**src/rtl/fg_button_ctrl_if.sv**
```systemverilog
// Front-panel bus: sample tick, raw button levels and the configuration registers
// the controller presents to the waveform datapath.
interface fg_button_ctrl_if #(
  parameter int unsigned FREQ_W = 8,
  parameter int unsigned AMP_W  = 4
);
  logic              tick;
  logic              btn_up;
  logic              btn_down;
  logic              btn_mode;
  logic [1:0]        edit_state;
  logic [1:0]        wave_sel;
  logic [FREQ_W-1:0] freq_idx;
  logic [AMP_W-1:0]  amp_idx;
  logic              cfg_update;

  modport master (
    output tick, btn_up, btn_down, btn_mode,
    input  edit_state, wave_sel, freq_idx, amp_idx, cfg_update
  );

  modport slave (
    input  tick, btn_up, btn_down, btn_mode,
    output edit_state, wave_sel, freq_idx, amp_idx, cfg_update
  );
endinterface

```
**src/rtl/fg_button_ctrl.sv**
```systemverilog
// Function-generator front panel: tick-rate button sampling, press/auto-repeat events,
// event arbitration, edit-mode FSM and the wave/freq/amp configuration registers.
module fg_button_ctrl #(
  parameter int unsigned FREQ_W       = 8,
  parameter int unsigned FREQ_MAX     = 199,
  parameter int unsigned AMP_W        = 4,
  parameter int unsigned AMP_MAX      = 15,
  parameter int unsigned REPEAT_DELAY = 4,
  parameter int unsigned REPEAT_RATE  = 1
) (
  input logic             clk,
  input logic             reset,
  fg_button_ctrl_if.slave bus
);

  localparam int unsigned CNT_W = $clog2(REPEAT_DELAY + 1);

  typedef enum logic [1:0] {
    WAVE = 2'b00,
    FREQ = 2'b01,
    AMP  = 2'b10
  } state_t;

  // Button vector order: [0] up, [1] down, [2] mode
  logic [2:0]       btn;
  logic [2:0]       s1;
  logic [2:0]       s2;
  logic             tick_d;
  logic [2:0]       press_c;
  logic [1:0]       rep_ev;
  logic [CNT_W-1:0] hold_cnt [2];
  logic             ev_up_c;
  logic             ev_down_c;
  logic             ev_mode_c;

  state_t            state;
  logic [1:0]        wave_q;
  logic [FREQ_W-1:0] freq_q;
  logic [AMP_W-1:0]  amp_q;
  logic              cfg_q;

  assign btn = {bus.btn_mode, bus.btn_down, bus.btn_up};

  // Two-stage tick-rate sampler; tick_d marks the clk cycle right after a tick edge
  always_ff @(posedge clk or posedge reset) begin
    if (reset) begin
      s1     <= '0;
      s2     <= '0;
      tick_d <= 1'b0;
    end else begin
      tick_d <= bus.tick;
      if (bus.tick) begin
        s1 <= btn;
        s2 <= s1;
      end
    end
  end

  // A fresh rising sample is visible for exactly one clk after its tick edge
  assign press_c = {3{tick_d}} & s1 & ~s2;

  // Auto-repeat counters for up/down; reload keeps REPEAT_RATE spacing after the first repeat
  always_ff @(posedge clk or posedge reset) begin
    if (reset) begin
      hold_cnt[0] <= '0;
      hold_cnt[1] <= '0;
      rep_ev      <= '0;
    end else begin
      for (int i = 0; i < 2; i++) begin
        rep_ev[i] <= 1'b0;
        if (bus.tick && btn[i] && s1[i]) begin
          if (hold_cnt[i] == CNT_W'(REPEAT_DELAY - 1)) begin
            rep_ev[i]   <= 1'b1;
            hold_cnt[i] <= CNT_W'(REPEAT_DELAY - REPEAT_RATE);
          end else begin
            hold_cnt[i] <= hold_cnt[i] + CNT_W'(1);
          end
        end else if (bus.tick || !(s1[i] && s2[i])) begin
          hold_cnt[i] <= '0;
        end
      end
    end
  end

  assign ev_up_c   = press_c[0] | rep_ev[0];
  assign ev_down_c = press_c[1] | rep_ev[1];
  assign ev_mode_c = press_c[2];

  // Edit FSM and value registers; mode beats up/down, up+down together cancel
  always_ff @(posedge clk or posedge reset) begin
    if (reset) begin
      state  <= WAVE;
      wave_q <= 2'd0;
      freq_q <= '0;
      amp_q  <= AMP_W'(AMP_MAX);
      cfg_q  <= 1'b0;
    end else begin
      cfg_q <= 1'b0;
      if (ev_mode_c) begin
        case (state)
          WAVE:    state <= FREQ;
          FREQ:    state <= AMP;
          default: state <= WAVE;
        endcase
      end else if (ev_up_c ^ ev_down_c) begin
        case (state)
          WAVE: begin
            wave_q <= ev_up_c ? wave_q + 2'd1 : wave_q - 2'd1;
            cfg_q  <= 1'b1;
          end
          FREQ: begin
            if (ev_up_c && freq_q != FREQ_W'(FREQ_MAX)) begin
              freq_q <= freq_q + FREQ_W'(1);
              cfg_q  <= 1'b1;
            end else if (ev_down_c && freq_q != '0) begin
              freq_q <= freq_q - FREQ_W'(1);
              cfg_q  <= 1'b1;
            end
          end
          default: begin
            if (ev_up_c && amp_q != AMP_W'(AMP_MAX)) begin
              amp_q <= amp_q + AMP_W'(1);
              cfg_q <= 1'b1;
            end else if (ev_down_c && amp_q != '0) begin
              amp_q <= amp_q - AMP_W'(1);
              cfg_q <= 1'b1;
            end
          end
        endcase
      end
    end
  end

  assign bus.edit_state = state;
  assign bus.wave_sel   = wave_q;
  assign bus.freq_idx   = freq_q;
  assign bus.amp_idx    = amp_q;
  assign bus.cfg_update = cfg_q;

endmodule

```
**src/flat_wrapper.sv**
```systemverilog
// flat-port wrapper written by rule: the top's interface ports become plain ports
module fg_button_ctrl_flat 
#(
  parameter int unsigned FREQ_W       = 8,
  parameter int unsigned FREQ_MAX     = 199,
  parameter int unsigned AMP_W        = 4,
  parameter int unsigned AMP_MAX      = 15,
  parameter int unsigned REPEAT_DELAY = 4,
  parameter int unsigned REPEAT_RATE  = 1
)
  (clk, reset, bus_tick, bus_btn_up, bus_btn_down, bus_btn_mode, bus_edit_state, bus_wave_sel, bus_freq_idx, bus_amp_idx, bus_cfg_update);
  fg_button_ctrl_if #(.FREQ_W(FREQ_W), .AMP_W(AMP_W)) bus_i ();
  input logic clk;
  input logic reset;
  input wire logic [$bits(bus_i.tick)-1:0] bus_tick;
  input wire logic [$bits(bus_i.btn_up)-1:0] bus_btn_up;
  input wire logic [$bits(bus_i.btn_down)-1:0] bus_btn_down;
  input wire logic [$bits(bus_i.btn_mode)-1:0] bus_btn_mode;
  output wire logic [$bits(bus_i.edit_state)-1:0] bus_edit_state;
  output wire logic [$bits(bus_i.wave_sel)-1:0] bus_wave_sel;
  output wire logic [$bits(bus_i.freq_idx)-1:0] bus_freq_idx;
  output wire logic [$bits(bus_i.amp_idx)-1:0] bus_amp_idx;
  output wire logic [$bits(bus_i.cfg_update)-1:0] bus_cfg_update;
  assign bus_i.tick = bus_tick;
  assign bus_i.btn_up = bus_btn_up;
  assign bus_i.btn_down = bus_btn_down;
  assign bus_i.btn_mode = bus_btn_mode;
  assign bus_edit_state = bus_i.edit_state;
  assign bus_wave_sel = bus_i.wave_sel;
  assign bus_freq_idx = bus_i.freq_idx;
  assign bus_amp_idx = bus_i.amp_idx;
  assign bus_cfg_update = bus_i.cfg_update;
  fg_button_ctrl #(.FREQ_W(FREQ_W), .FREQ_MAX(FREQ_MAX), .AMP_W(AMP_W), .AMP_MAX(AMP_MAX), .REPEAT_DELAY(REPEAT_DELAY), .REPEAT_RATE(REPEAT_RATE)) u_core (.clk(clk), .reset(reset), .bus(bus_i));
endmodule
```
**config.mk**
```make
export PLATFORM = sky130hd
export DESIGN_NAME = fg_button_ctrl_flat
export DESIGN_NICKNAME = d
export VERILOG_FILES = /design/src/rtl/fg_button_ctrl_if.sv /design/src/rtl/fg_button_ctrl.sv /design/src/flat_wrapper.sv
export SDC_FILE = /design/constraint.sdc
export NUM_CORES = 1
export LEC_CHECK = 0
export CAP_MARGIN = 10
export CORE_MARGIN = 2
export CORE_UTILIZATION = 50
export CTS_CLUSTER_SIZE = 30
export DETAILED_ROUTE_END_ITERATION = 16
export GPL_TIMING_DRIVEN = 0
export PLACE_DENSITY = 0.82
export SLEW_MARGIN = 20
export SYNTH_ARGS = -nofsm -noshare
export SYNTH_HDL_FRONTEND = slang
export SYNTH_SLANG_ARGS = --single-unit
```
**constraint.sdc**
```tcl
create_clock -name clk -period 2.8 [get_ports clk]
set_input_delay 0.56 -clock clk [delete_from_list [all_inputs] [get_ports clk]]
set_output_delay 0.56 -clock clk [all_outputs]
set_load 0.005 [all_outputs]
```
-- After elaboration in Yosys (flattened, before gate mapping)
Index checks and enable logic that the tools add are counted.
- bits in latches: 0
- memories: 0
- bits in read-only memories: 0
- register bits after elaboration: 32
- input port bits: 6
- memory bits (writable): 0
- word-level logic and storage cells: 80
- output and inout bits: 17
- reductions and logical operators: 25
- eq/ne operators: 5
- add/subtract/negate cells: 8
- mux-type cells: 23
- divide/modulo/power cells: 0
- order comparisons: 0
- shift-type cells: 0
- bitwise gates (word level): 8
- multipliers: 0
- operator list (operator ; number):
    3-bit two-way mux ; 6
    8-bit two-way mux ; 2
    1-bit logical AND ; 10
    1-bit two-way mux ; 10
    8-bit by 1-bit adder with 8-bit output (second input constant) ; 1
    4-bit two-way mux ; 2
    8-bit != test (second input constant) ; 1
    4-bit AND reduction ; 2
    2-bit nonzero test ; 4
    8-bit nonzero test ; 1
    8-bit by 1-bit subtractor with 8-bit output (second input constant) ; 1
    3-bit by 1-bit adder with 3-bit output (second input constant) ; 2
    3-bit bitwise AND ; 2
    3-bit by 2-bit equality test with 1-bit output (second input constant) ; 2
    4-bit by 1-bit adder with 4-bit output (second input constant) ; 1
    4-bit != test (second input constant) ; 1
    2-bit one-hot mux with 2 select lines ; 1
    4-bit nonzero test ; 1
    4-bit by 1-bit subtractor with 4-bit output (second input constant) ; 1
    3-bit NOT ; 1
    3-bit AND reduction ; 1
    2-bit by 1-bit adder with 2-bit output (second input constant) ; 1
    2-bit by 1-bit equality test with 1-bit output (second input constant) ; 1
    1-bit zero test ; 2
    other kinds (9) ; 12

-- Logic depth before layout (Yosys ltp)
Gate-level depths: netlist of the first run.
- depth in word-level cells: 9
- depth in mapped cells: 10
- mapped depth without buffers: 10

-- Worst setup path after synthesis of the first run
No wires, ideal clock.
- path kind: register to register
- from: register u_core.freq_q[3] (netlist: u_core.bus.freq_idx[3])
- to: register u_core.freq_q[6] (netlist: u_core.bus.freq_idx[6])
- buffers on the path: 0
- clock period less this slack: 2.599 ns
- required time: 2.675 ns
- path slack: 0.201 ns
- setup time: 0.125 ns
- stages on the path, launching flop included: 11
- arrival: 2.475 ns
- path through: dfrtp_1 -> or3_4 -> nor3_1 -> or2_2 -> ha_1 -> a21o_1 -> a21oi_1 -> o21bai_1 -> a21oi_1 -> xnor2_1 -> mux2_2
- word-level cells in the longest chain between the ends: 4
- elaborated cells between the ends (all ways): 10
- classes of those cells: add/sub: 2; eq/ne: 1; mux: 2; reduce/logical: 5
- RTL lines (item ; line ; text):
    from (decl) ; fg_button_ctrl.sv:38 ; logic [FREQ_W-1:0] freq_q;
    from (signal assigned) ; fg_button_ctrl.sv:113 ; freq_q <= freq_q + FREQ_W'(1);
    from (signal assigned) ; fg_button_ctrl.sv:116 ; freq_q <= freq_q - FREQ_W'(1);
    parallel branches: the longest is 4 deep, another holds 8-bit by 1-bit subtractor with 8-bit output ; -- ;
Several ways; the timed one is not identified. The select of a mux whose other input is x is not followed.
A chain may end at the register's enable or synchronous reset.

-- Worst setup path after layout of the first run
- from: register u_core.freq_q[3] (netlist: u_core.bus.freq_idx[3])
- to: register u_core.freq_q[7] (netlist: u_core.bus.freq_idx[7])
Same word-level chain as after synthesis.

==> summary.md, run 1 <==
| Metric | Value |
|---|---|
| Status | `complete, no violations` |
| Number of enable flip-flop cells after synthesis | `0` |
| Met2 GRT Util | `33.3%` |
| Fin. max-slew vios | `0` |
| Slew HR | `56.8%` |
| Number of global-route vias before repair | `1362` |
| Initial antenna violation count | `0` |
| CTS H-Tree Depth | `2` |
| Drt wl/cell | `14.4 um` |
| Clock network power share | `15.9%` |
| Clock Skew | `0.0136 ns` |
| Synthesized area per cell | `10.9 sq um` |
| Top_reg_cell synth | `dfrtp_1` |
| Maximum clock rate | `0.369 GHz` |
| Max Buffers Root-to-Sink | `2` |
| Total GRT Usage | `19.3%` |
| Req. time, crit path | `3.02 ns` |
| Seq pwr share | `37.1%` |
| Clk_lat worst skew | `0.33 ns` |
| Area growth, synth to finish | `21.1%` |
| Die ar. | `0.00404 sq mm` |
| WS Path Type | `register to register` |
| Min-Delay Path Class | `register to register` |
| PortBufs | `22` |
| Share of flip-flops with an asynchronous set or reset | `100%` |
| Hold Slack | `0.467 ns` |
| Routability cong. | `0.763` |
| Largest cells by area after synthesis | `dfrtp_1, ha_1, dfstp_2, xnor2_1, mux2_2` |
| Worst-path maximum fanout | `8` |
| Max Cap Viol | `0` |
| Power per cell area | `988 mW/mm^2` |
| Total Power | `2.13 mW` |
| Syn Nets | `181` |
| Pin count of the biggest net entering global routing | `33` |
| Global route hottest layer | `met2` |
| Psw | `753 uW` |
| Largest area contributor in the netlist | `dfrtp_1` |
| Synthesized flop and latch total | `32` |
| Tmin final | `2.71 ns` |
| Gr ovfl total | `0` |
| Worst Path Arrival | `2.93 ns` |
| Synth warn | `0` |
| Switching Share | `35.4%` |
| I/O pins | `23` |
| Synth top area share | `39.5%` |
| Iteration-0 DRC Markers | `55` |
| Top-count cell post-synth | `dfrtp_1` |
| CTS tree | `done` |
| Nets | `210` |
| Seq/Total Area, Yosys | `45.4%` |
| Number of buffers created by CTS | `5` |
| CP startpoint kind | `register` |
| Gate Count Post-Synth | `163` |
| VDD IR max | `0.474 mV` |
| DRC violations left | `0` |
| Row count | `21` |
| Global-route wire length before repair | `6040 um` |
| Endpoints failing hold | `0` |
| Hold Buf Count CTS | `0` |
| Worst slew pin tran | `0.647 ns` |
| Share of layout cells above drive strength 1 | `17.6%` |
| Final setup fails | `0` |
| # clock sinks | `32` |
| Root Driver | `clkbuf_4` |
| ANT nets after route | `0` |
| Diodes inserted | `0` |
| CP endpoint kind | `register` |
| Die Ht | `63.6 um` |
| Initial core utilization | `52.8%` |
| Met1 Resource Use GR | `22.4%` |
| Pleak | `0.968 nW` |
| First-pass DRT Iterations | `4` |
| Total Routed Length | `3440 um` |
| GR Layer Usage met3 | `4.82%` |
| Clock transition at the registers of the reported paths | `0.10 ns` |
| Gate power share | `47.0%` |
| Crit share post-route | `96.8%` |
| Via count | `1318` |
| Commonest cells in the synthesized netlist | `dfrtp_1, nand2_1, xnor2_1` |
| Internal | `1.37 mW` |
| Via/cell ratio | `5.51` |
| Setup TNS | `0 ns` |
| Unique masters post-synth | `42` |
| Core ar. | `0.00336 sq mm` |
| Synthesized cell area | `0.00178 sq mm` |
| Die width | `63.6 um` |
| HPWL Detailed | `2530 um` |
-- cells in the final DEF, fill, tap and decap left out, types with 2 or more instances in the layout --
| cell | instances |
|---|---|
| dfrtp_1 | 28 |
| nor3_1 | 2 |
| a21oi_2 | 2 |
| nand2b_1 | 4 |
| xor2_1 | 4 |
| nor2_1 | 6 |
| a31oi_1 | 2 |
| clkbuf_1 | 2 |
| clkbuf_4 | 5 |
| o211ai_1 | 2 |
| inv_1 | 6 |
| ha_1 | 10 |
| nand3_1 | 6 |
| o21ai_0 | 10 |
| a21o_1 | 4 |
| and4_1 | 2 |
| xnor2_1 | 12 |
| and3_1 | 2 |
| nor4_1 | 3 |
| nand2_1 | 15 |
| mux2_2 | 5 |
| a21oi_1 | 8 |
| dfstp_2 | 4 |
| clkdlybuf4s50_1 | 22 |
| fa_1 | 2 |
-- metrics by stage --
step           setup slack (ns)  instances  area (sq um)  utilization [%]
6_report                 0.0883        239          2150             64.0
5_1_grt                -0.00341        239          2150             64.0
4_1_cts                  0.0684        239          2140             63.5
3_5_place_dp            -0.0448        231          2050             61.0
3_3_place_gp             0.0292        231          2050             61.0
2_1_floorplan             0.201        163          1780                -
-- timing repair --
action	4_1_cts	5_1_grt
resized for setup	2	3
pin swaps	0	2
buffers inserted	0	0
setup endpoints to repair	2	2
-- per-layer routing --
layer  vias to the layer above  share of wire (%)
met4                         0                2.6
met3                        11                3.1
met5                         -                  0
met2                        25                 51
met1                       641                 43
li1                        641                  -
-- flip-flops by register name, summed over array words and instances, names as in the netlist --
register,flops
u_core.tick_d,1
u_core.bus.freq_idx,8
u_core.bus.wave_sel,2
u_core.bus.amp_idx,4
u_core.s1,3
u_core.bus.cfg_update,1
u_core.bus.edit_state,2
u_core.hold_cnt,6
u_core.s2,3
u_core.rep_ev,2
-- cells by family (layout without fill, tap and decap cells) --
kind of cell / after synthesis / in the layout / share of synthesized area (%)
adders and majority gates: 12 / 12 / 9.30
AOI/OAI and AO/OA: 36 / 36 / 13.8
DFF: 32 / 32 / 45.4
xor gates and xnor gates: 16 / 16 / 7.89
buffers and inverters: 9 / 39 / 2.33
muxes: 6 / 6 / 4.02
and+or+nand+nor: 52 / 52 / 17.3
-- critical path: stages, from the launching register on --
cell,delay (ns)
dfrtp_1,0.43
or3_4,0.43
nor3_4,0.23
or2_4,0.22
ha_1,0.28
a21o_1,0.21
a31o_2,0.24
a21oi_1,0.15
xnor2_1,0.16
nand2b_1,0.11
xnor2_1,0.13
-- final cells by class --
class	count	area [sq um]
timing repair buffer	22	220
inverter	7	26.3
clock buffer	6	41.3
fill	289	1210
sequential	32	806
multi-input combinational	122	950
tap	46	57.6
buffer	2	15.0
clock inverter	2	35.0
-- worst paths after layout --
kind	startpoint	to	slack, ns	depth (start not counted)
setup / recovery	u_core.bus.freq_idx[3]$_DFFE_PP0P_	u_core.bus.freq_idx[7]$_DFFE_PP0P_	0.09	10
hold / removal	u_core.bus.wave_sel[1]$_DFFE_PP0P_	u_core.bus.wave_sel[1]$_DFFE_PP0P_	0.47	1
setup reg to reg	u_core.bus.freq_idx[3]$_DFFE_PP0P_	u_core.bus.freq_idx[7]$_DFFE_PP0P_	0.09	10
hold reg to reg	u_core.bus.wave_sel[1]$_DFFE_PP0P_	u_core.bus.wave_sel[1]$_DFFE_PP0P_	0.47	1
max in group asynchronous	reset	u_core.bus.cfg_update$_DFF_PP0_	1.75	2
min in group asynchronous	reset	u_core.bus.freq_idx[3]$_DFFE_PP0P_	0.62	2
-- power groups by stage --
stage,Clock [mW],Combinational (mW),Sequential [mW]
2_1_floorplan,0,0.607,0.776
3_3_place_gp,0,0.913,0.782
3_5_place_dp,0,0.962,0.797
4_1_cts,0.343,0.973,0.789
5_1_grt,0.369,1.11,0.817
6_report,0.339,0.998,0.789
(Power assumes the default switching activity.)
==> run 2: changes to the inputs <==
CORE_MARGIN = default   (was 2)
CTS_BUF_LIST = sky130_fd_sc_hd__clkbuf_16   (was default)
CTS_CLUSTER_SIZE = default   (was 30)
==> run 2 against run 1 <==
  * Wire length is 1.7% lower
  * Clock skew is 0.0091 ns lower
  * Register-to-register slack about the same
  * Sequential power hardly changed
  * Power is 8.1% higher
  * Maximum frequency is 0.52% higher
  * Critical path type unchanged
  * Largest cell class unchanged
==> summary.md, run 2 (synthesized netlist as in run 1, its figures left out) <==
| Metric | Value |
|---|---|
| CTS H-Tree Depth | `2` |
| Number of global-route vias before repair | `1328` |
| Number of buffers created by CTS | `5` |
| Share of layout cells above drive strength 1 | `18.0%` |
| Critical path startpoint | `u_core.bus.freq_idx[3]$_DFFE_PP0P_` |
| Pleak | `1.00 nW` |
| Gr ovfl total | `0` |
| Clk_lat worst skew | `0.27 ns` |
| Total Routed Length | `3380 um` |
| Diodes inserted | `0` |
| Commonest cells after routing, fill and taps aside | `dfrtp_1, clkdlybuf4s50_1, nand2_1, xnor2_1` |
| CP max stage delay | `0.43 ns` |
| CP Cell Sequence | `or3_4, nor3_4, or2_4, ha_1, a21o_1, a21oi_2, o21bai_1, a21oi_2, xnor2_1, mux2_2` |
| Max Cap Viol | `0` |
| Endpoints failing hold | `0` |
| Die ar. | `0.00379 sq mm` |
| Clock transition at the registers of the reported paths | `0.05 ns` |
| Tmin final | `2.70 ns` |
| PortBufs | `22` |
| Max Buffers Root-to-Sink | `2` |
| Iteration-0 DRC Markers | `49` |
| CP startpoint kind | `register` |
| Row count | `21` |
| Worst-path maximum fanout | `7` |
| R2r endpoint | `u_core.bus.freq_idx[6]$_DFFE_PP0P_` |
| Routability cong. | `0.813` |
| CP top delay family | `simple AND/OR/NAND/NOR gates` |
| Pin count of the biggest net entering global routing | `33` |
| Critical R2R Launch | `u_core.bus.freq_idx[3]$_DFFE_PP0P_` |
| Req. time, crit path | `2.96 ns` |
| Area growth, synth to finish | `25.1%` |
| Placed cell areas | `0.00205 sq mm` |
| Initial antenna violation count | `0` |
| RSZ-0062 raised after global routing | `false` |
| Drt wl/cell | `14.1 um` |
| Via/cell ratio | `5.51` |
| CTS tree | `done` |
| HPWL Detailed | `2390 um` |
| Power per cell area | `1040 mW/mm^2` |
| Worst Path Arrival | `2.86 ns` |
| Most common cell on crit path | `a21oi_2` |
| WP depth | `10` |
| Initial core utilization | `52.8%` |
| Fin. max-slew vios | `0` |
| WS Path Type | `register to register` |
| CP endpoint kind | `register` |
| Reg2Reg Depth | `10` |
| Core ar. | `0.00336 sq mm` |
| Global-route wire length before repair | `5670 um` |
| Worst slew pin tran | `0.638 ns` |
| Slowest CP cell | `or3_4` |
| Final setup fails | `0` |
| Worst Setup EP | `u_core.bus.freq_idx[6]$_DFFE_PP0P_` |
| Commonest non-fill, non-tap cell in the layout | `dfrtp_1` |
| Root Driver | `clkbuf_16` |
| Min-Delay Path Class | `register to register` |
| Maximum clock rate | `0.371 GHz` |
| Largest register FFs | `8` |
| Die Ht | `61.6 um` |
| First-pass DRT Iterations | `4` |
| DRC violations left | `0` |
| Die width | `61.6 um` |
| ANT nets after route | `0` |
| Setup WS post-layout | `0.102 ns` |
| Cell area after layout | `0.00222 sq mm` |
| VDD IR max | `0.499 mV` |
| Slew HR | `57.4%` |
| Clock Skew | `0.00452 ns` |
| I/O pins | `23` |
| Total GRT Usage | `20.9%` |
| Nets | `211` |
| Via count | `1323` |
| # clock sinks | `32` |
| Reg2Reg Setup Slack | `0.10 ns` |
| Worst Path Buf+Inv | `0` |
| DP Worst Slack | `-0.0878 ns` |
| Status | `complete, no violations` |
| Crit share post-route | `96.4%` |
run 2: final cells by class:
type                       count  area [sq um]
sequential                    32           806
timing repair buffer          23           228
tap                           46          57.6
multi-input combinational    122           950
clock buffer                   5           125
fill                         296          1140
clock inverter                 3          13.8
inverter                       7          26.3
buffer                         2          15.0
run 2: where the power goes:
group / internal [mW] / total [mW] / switching [mW] / leakage (nW)
Combinational: 0.577 / 1.00 / 0.427 / 0.528
Sequential: 0.613 / 0.791 / 0.178 / 0.402
Clock: 0.322 / 0.504 / 0.182 / 0.0710
Total: 1.51 / 2.30 / 0.787 / 1.00
run 2: how the worst min path moves through the flow:
stage / startpoint / cells past startpoint / endpoint
final: u_core.bus.wave_sel[1]$_DFFE_PP0P_ / 1 / u_core.bus.wave_sel[1]$_DFFE_PP0P_
after global placement: u_core.bus.wave_sel[1]$_DFFE_PP0P_ / 1 / u_core.bus.wave_sel[1]$_DFFE_PP0P_
after floorplan: u_core.bus.wave_sel[1]$_DFFE_PP0P_ / 1 / u_core.bus.wave_sel[1]$_DFFE_PP0P_
after CTS: u_core.bus.wave_sel[1]$_DFFE_PP0P_ / 1 / u_core.bus.wave_sel[1]$_DFFE_PP0P_
after detailed placement: u_core.bus.wave_sel[1]$_DFFE_PP0P_ / 1 / u_core.bus.wave_sel[1]$_DFFE_PP0P_
after global routing: u_core.bus.wave_sel[1]$_DFFE_PP0P_ / 1 / u_core.bus.wave_sel[1]$_DFFE_PP0P_
run 2: routing by layer:
layer  vias up  part of all wire, %  track usage, %
met5         -                    0               0
met4         0                  1.6            10.8
met3         6                  3.7            5.25
met2        31                   52            33.2
met1       648                   43            26.3
li1        638                    -               -
run 2: repair_timing:
item | in CTS | in global routing
cloned | 0 | 0
hold buffers | 0 | 0
setup buffers | 0 | 1
endpoints found under the setup margin | 1 | 2
resized for setup | 3 | 2
pin swaps | 0 | 1
run 2: through the flow:
stage / cells / hold slack, ns / power (mW) / setup TNS [ns] / utilization [%]
3_5_place_dp: 231 / 0.457 / 1.75 / -0.0878 / 61.0
3_3_place_gp: 231 / 0.455 / 1.69 / 0 / 61.0
4_1_cts: 239 / 0.467 / 2.29 / 0 / 65.5
6_report: 240 / 0.462 / 2.30 / 0 / 66.0
2_1_floorplan: 163 / 0.465 / 1.38 / 0 / -
5_1_grt: 240 / 0.472 / 2.48 / 0 / 66.0
run 2: worst reg2reg max path, delay by kind of cell, from the launching register on:
family	cells	cell delay, ns
muxes	1	0.26
adders and majority gates	1	0.29
AOI/OAI and AO/OA	4	0.65
xor gates and xnor gates	1	0.09
and+or+nand+nor	3	0.87
DFF	1	0.41
==> run 3: changes to the inputs <==
CELL_PAD_IN_SITES_DETAIL_PLACEMENT = 1   (was default)
CELL_PAD_IN_SITES_GLOBAL_PLACEMENT = 1   (was default)
CORE_UTILIZATION = 43   (was 50)
PLACE_DENSITY = 0.88   (was 0.82)
SKIP_LAST_GASP = 1   (was default)
clock period = 2.5 ns   (was 2.8 ns; I/O delays follow)
==> run 3 against run 2 <==
  * The flow now finishes with violations (setup timing)
  * Register-to-register slack worse by 0.27 ns
  * Setup slack worse by 0.27 ns
  * Clock-buffer cell count stayed put
  * Clock power is 13% higher
  * Via count is 10% higher
  * Sequential share of layout area is 2.0 points lower
  * Core utilization is 4.0 points lower
  * Combinational power is 40% higher
  * Flip-flop and latch count stayed put
  * Critical endpoint unchanged
  * First-iteration DRC count is 130% higher
  * Final area is 6.1% higher
  * Worst hold slack better by 0.013 ns
==> summary.md, run 3 (synthesized netlist as in run 1, its figures left out) <==
| Metric | Value |
|---|---|
| Worst Path Arrival | `2.84 ns` |
| I/O pins | `23` |
| Max Cap Viol | `0` |
| Total GRT Usage | `26.0%` |
| Clk_lat worst skew | `0.28 ns` |
| VDD IR max | `0.734 mV` |
| Cells after DPL | `233` |
| CP endpoint kind | `register` |
| Nets | `223` |
| Area growth, synth to finish | `32.8%` |
| Placed cell areas | `0.00207 sq mm` |
| WS Path Type | `register to register` |
| Status | `finished, violations left` |
| Commonest non-fill, non-tap cell in the layout | `dfrtp_1` |
| Root Driver | `clkbuf_16` |
| Req. time, crit path | `2.67 ns` |
| Worst slew pin tran | `0.672 ns` |
| Gr ovfl total | `0` |
| HPWL Detailed | `2940 um` |
| Maximum clock rate | `0.374 GHz` |
| Endpoints failing hold | `0` |
| Initial core utilization | `46.7%` |
| Die ar. | `0.00439 sq mm` |
| Drt wl/cell | `20.9 um` |
| Routability cong. | `0.765` |
| Final setup fails | `2` |
| R2r endpoint | `u_core.bus.freq_idx[6]$_DFFE_PP0P_` |
| Number of global-route vias before repair | `1604` |
| Clock Skew | `0.00505 ns` |
| Critical R2R Launch | `u_core.s2[0]$_DFFE_PP0P_` |
| Largest register FFs | `8` |
| Global-route wire length before repair | `8070 um` |
| Cell area after layout | `0.00236 sq mm` |
| Power per cell area | `1220 mW/mm^2` |
| Tmin final | `2.67 ns` |
| CP startpoint kind | `register` |
| ANT nets after route | `0` |
| Reg2Reg Setup Slack | `-0.17 ns` |
| Die width | `66.3 um` |
| Reg2Reg Depth | `11` |
| Fill count | `397` |
| CTS H-Tree Depth | `2` |
| Total Routed Length | `5290 um` |
| Row count | `22` |
| PortBufs | `22` |
| Die Ht | `66.3 um` |
| Via/cell ratio | `5.76` |
| CTS tree | `done` |
| Diodes inserted | `0` |
| Final std cells w/o fill | `253` |
| Core ar. | `0.00380 sq mm` |
| Clock transition at the registers of the reported paths | `0.05 ns` |
| Initial antenna violation count | `0` |
| Total Power | `2.87 mW` |
| Via count | `1457` |
| Max Buffers Root-to-Sink | `2` |
| Pin count of the biggest net entering global routing | `33` |
| Slew HR | `55.1%` |
| DRC violations left | `0` |
| Violated checks | `setup timing` |
| Worst-path maximum fanout | `6` |
| Critical path startpoint | `u_core.s2[0]$_DFFE_PP0P_` |
| Crit share post-route | `107%` |
| Share of layout cells above drive strength 1 | `26.3%` |
| Iteration-0 DRC Markers | `111` |
| Setup WS post-layout | `-0.173 ns` |
| Commonest cells after routing, fill and taps aside | `dfrtp_1, clkdlybuf4s50_1, nand2_1, xnor2_1, buf_4` |
| # clock sinks | `32` |
| Pleak | `1.06 nW` |
| Number of buffers created by CTS | `5` |
| First-pass DRT Iterations | `4` |
| Min-Delay Path Class | `register to register` |
| Fin. max-slew vios | `0` |
| Hold Slack | `0.475 ns` |
| Worst Setup EP | `u_core.bus.freq_idx[6]$_DFFE_PP0P_` |
| RSZ-0062 raised after global routing | `true` |
==> run 3: critical path, cell delays in order (launching register included) <==
cell	delay (ns)
dfrtp_1	0.38
and3b_4	0.33
nor2_4	0.06
or2_4	0.28
buf_6	0.13
fa_2	0.37
a21o_1	0.21
a21oi_2	0.17
o21bai_1	0.12
a21oi_2	0.15
xnor2_1	0.10
mux2_2	0.27
==> run 3: how the worst min path moves through the flow <==
stage | start | end | slack, ns | cells after the start
3_3_place_gp | u_core.bus.wave_sel[1]$_DFFE_PP0P_ | u_core.bus.wave_sel[1]$_DFFE_PP0P_ | 0.46 | 1
6_report | u_core.bus.wave_sel[1]$_DFFE_PP0P_ | u_core.bus.wave_sel[1]$_DFFE_PP0P_ | 0.48 | 1
2_1_floorplan | u_core.bus.wave_sel[1]$_DFFE_PP0P_ | u_core.bus.wave_sel[1]$_DFFE_PP0P_ | 0.46 | 1
5_1_grt | u_core.bus.wave_sel[1]$_DFFE_PP0P_ | u_core.bus.wave_sel[1]$_DFFE_PP0P_ | 0.50 | 1
3_5_place_dp | u_core.bus.wave_sel[1]$_DFFE_PP0P_ | u_core.bus.wave_sel[1]$_DFFE_PP0P_ | 0.48 | 1
4_1_cts | u_core.bus.wave_sel[1]$_DFFE_PP0P_ | u_core.bus.wave_sel[1]$_DFFE_PP0P_ | 0.48 | 1
==> run 3: where the power goes <==
| group | switching (mW) | internal, mW | total, mW |
|---|---|---|---|
| combinational | 0.630 | 0.765 | 1.40 |
| sequential | 0.221 | 0.688 | 0.909 |
| clock | 0.213 | 0.355 | 0.568 |
| total | 1.06 | 1.81 | 2.87 |
==> run 3: area by class of cell <==
| cell class | instances | area (sq um) | area share [%] |
|---|---|---|---|
| inverters | 7 | 26.3 | 1.11 |
| flip-flops and latches | 32 | 808 | 34.3 |
| plain buffers | 2 | 15.0 | 0.637 |
| well taps | 48 | 60.1 | 2.55 |
| clock inverters | 2 | 7.51 | 0.318 |
| repair buffers | 35 | 322 | 13.6 |
| clock buffers | 5 | 125 | 5.31 |
| multi-input cells | 122 | 993 | 42.1 |
==> run 3: metrics by stage <==
stage	setup slack [ns]	TNS [ns]	util (%)
final	-0.173	-0.245	62.1
after global routing	-0.245	-0.443	62.1
after CTS	-0.0105	-0.0202	60.1
after detailed placement	-0.205	-0.382	54.4
after global placement	-0.103	-0.193	54.4
after floorplan	0.0167	0	-
==> run 3: repair_timing <==
| item | 4_1_cts | 5_1_grt |
|---|---|---|
| hold buffers | 0 | 0 |
| gates resized for setup | 5 | 7 |
| setup buffers | 6 | 7 |
| pin swaps | 4 | 3 |
| setup endpoints to repair | 3 | 3 |
==> run 3: metal layers <==
layer  up-vias  share of wire [%]  track usage (%)
met5         -                  0                0
met3        23                2.3             7.59
met1       734                 41             28.9
met4         0                4.6             11.7
li1        664                  -                -
met2        36                 52             45.3
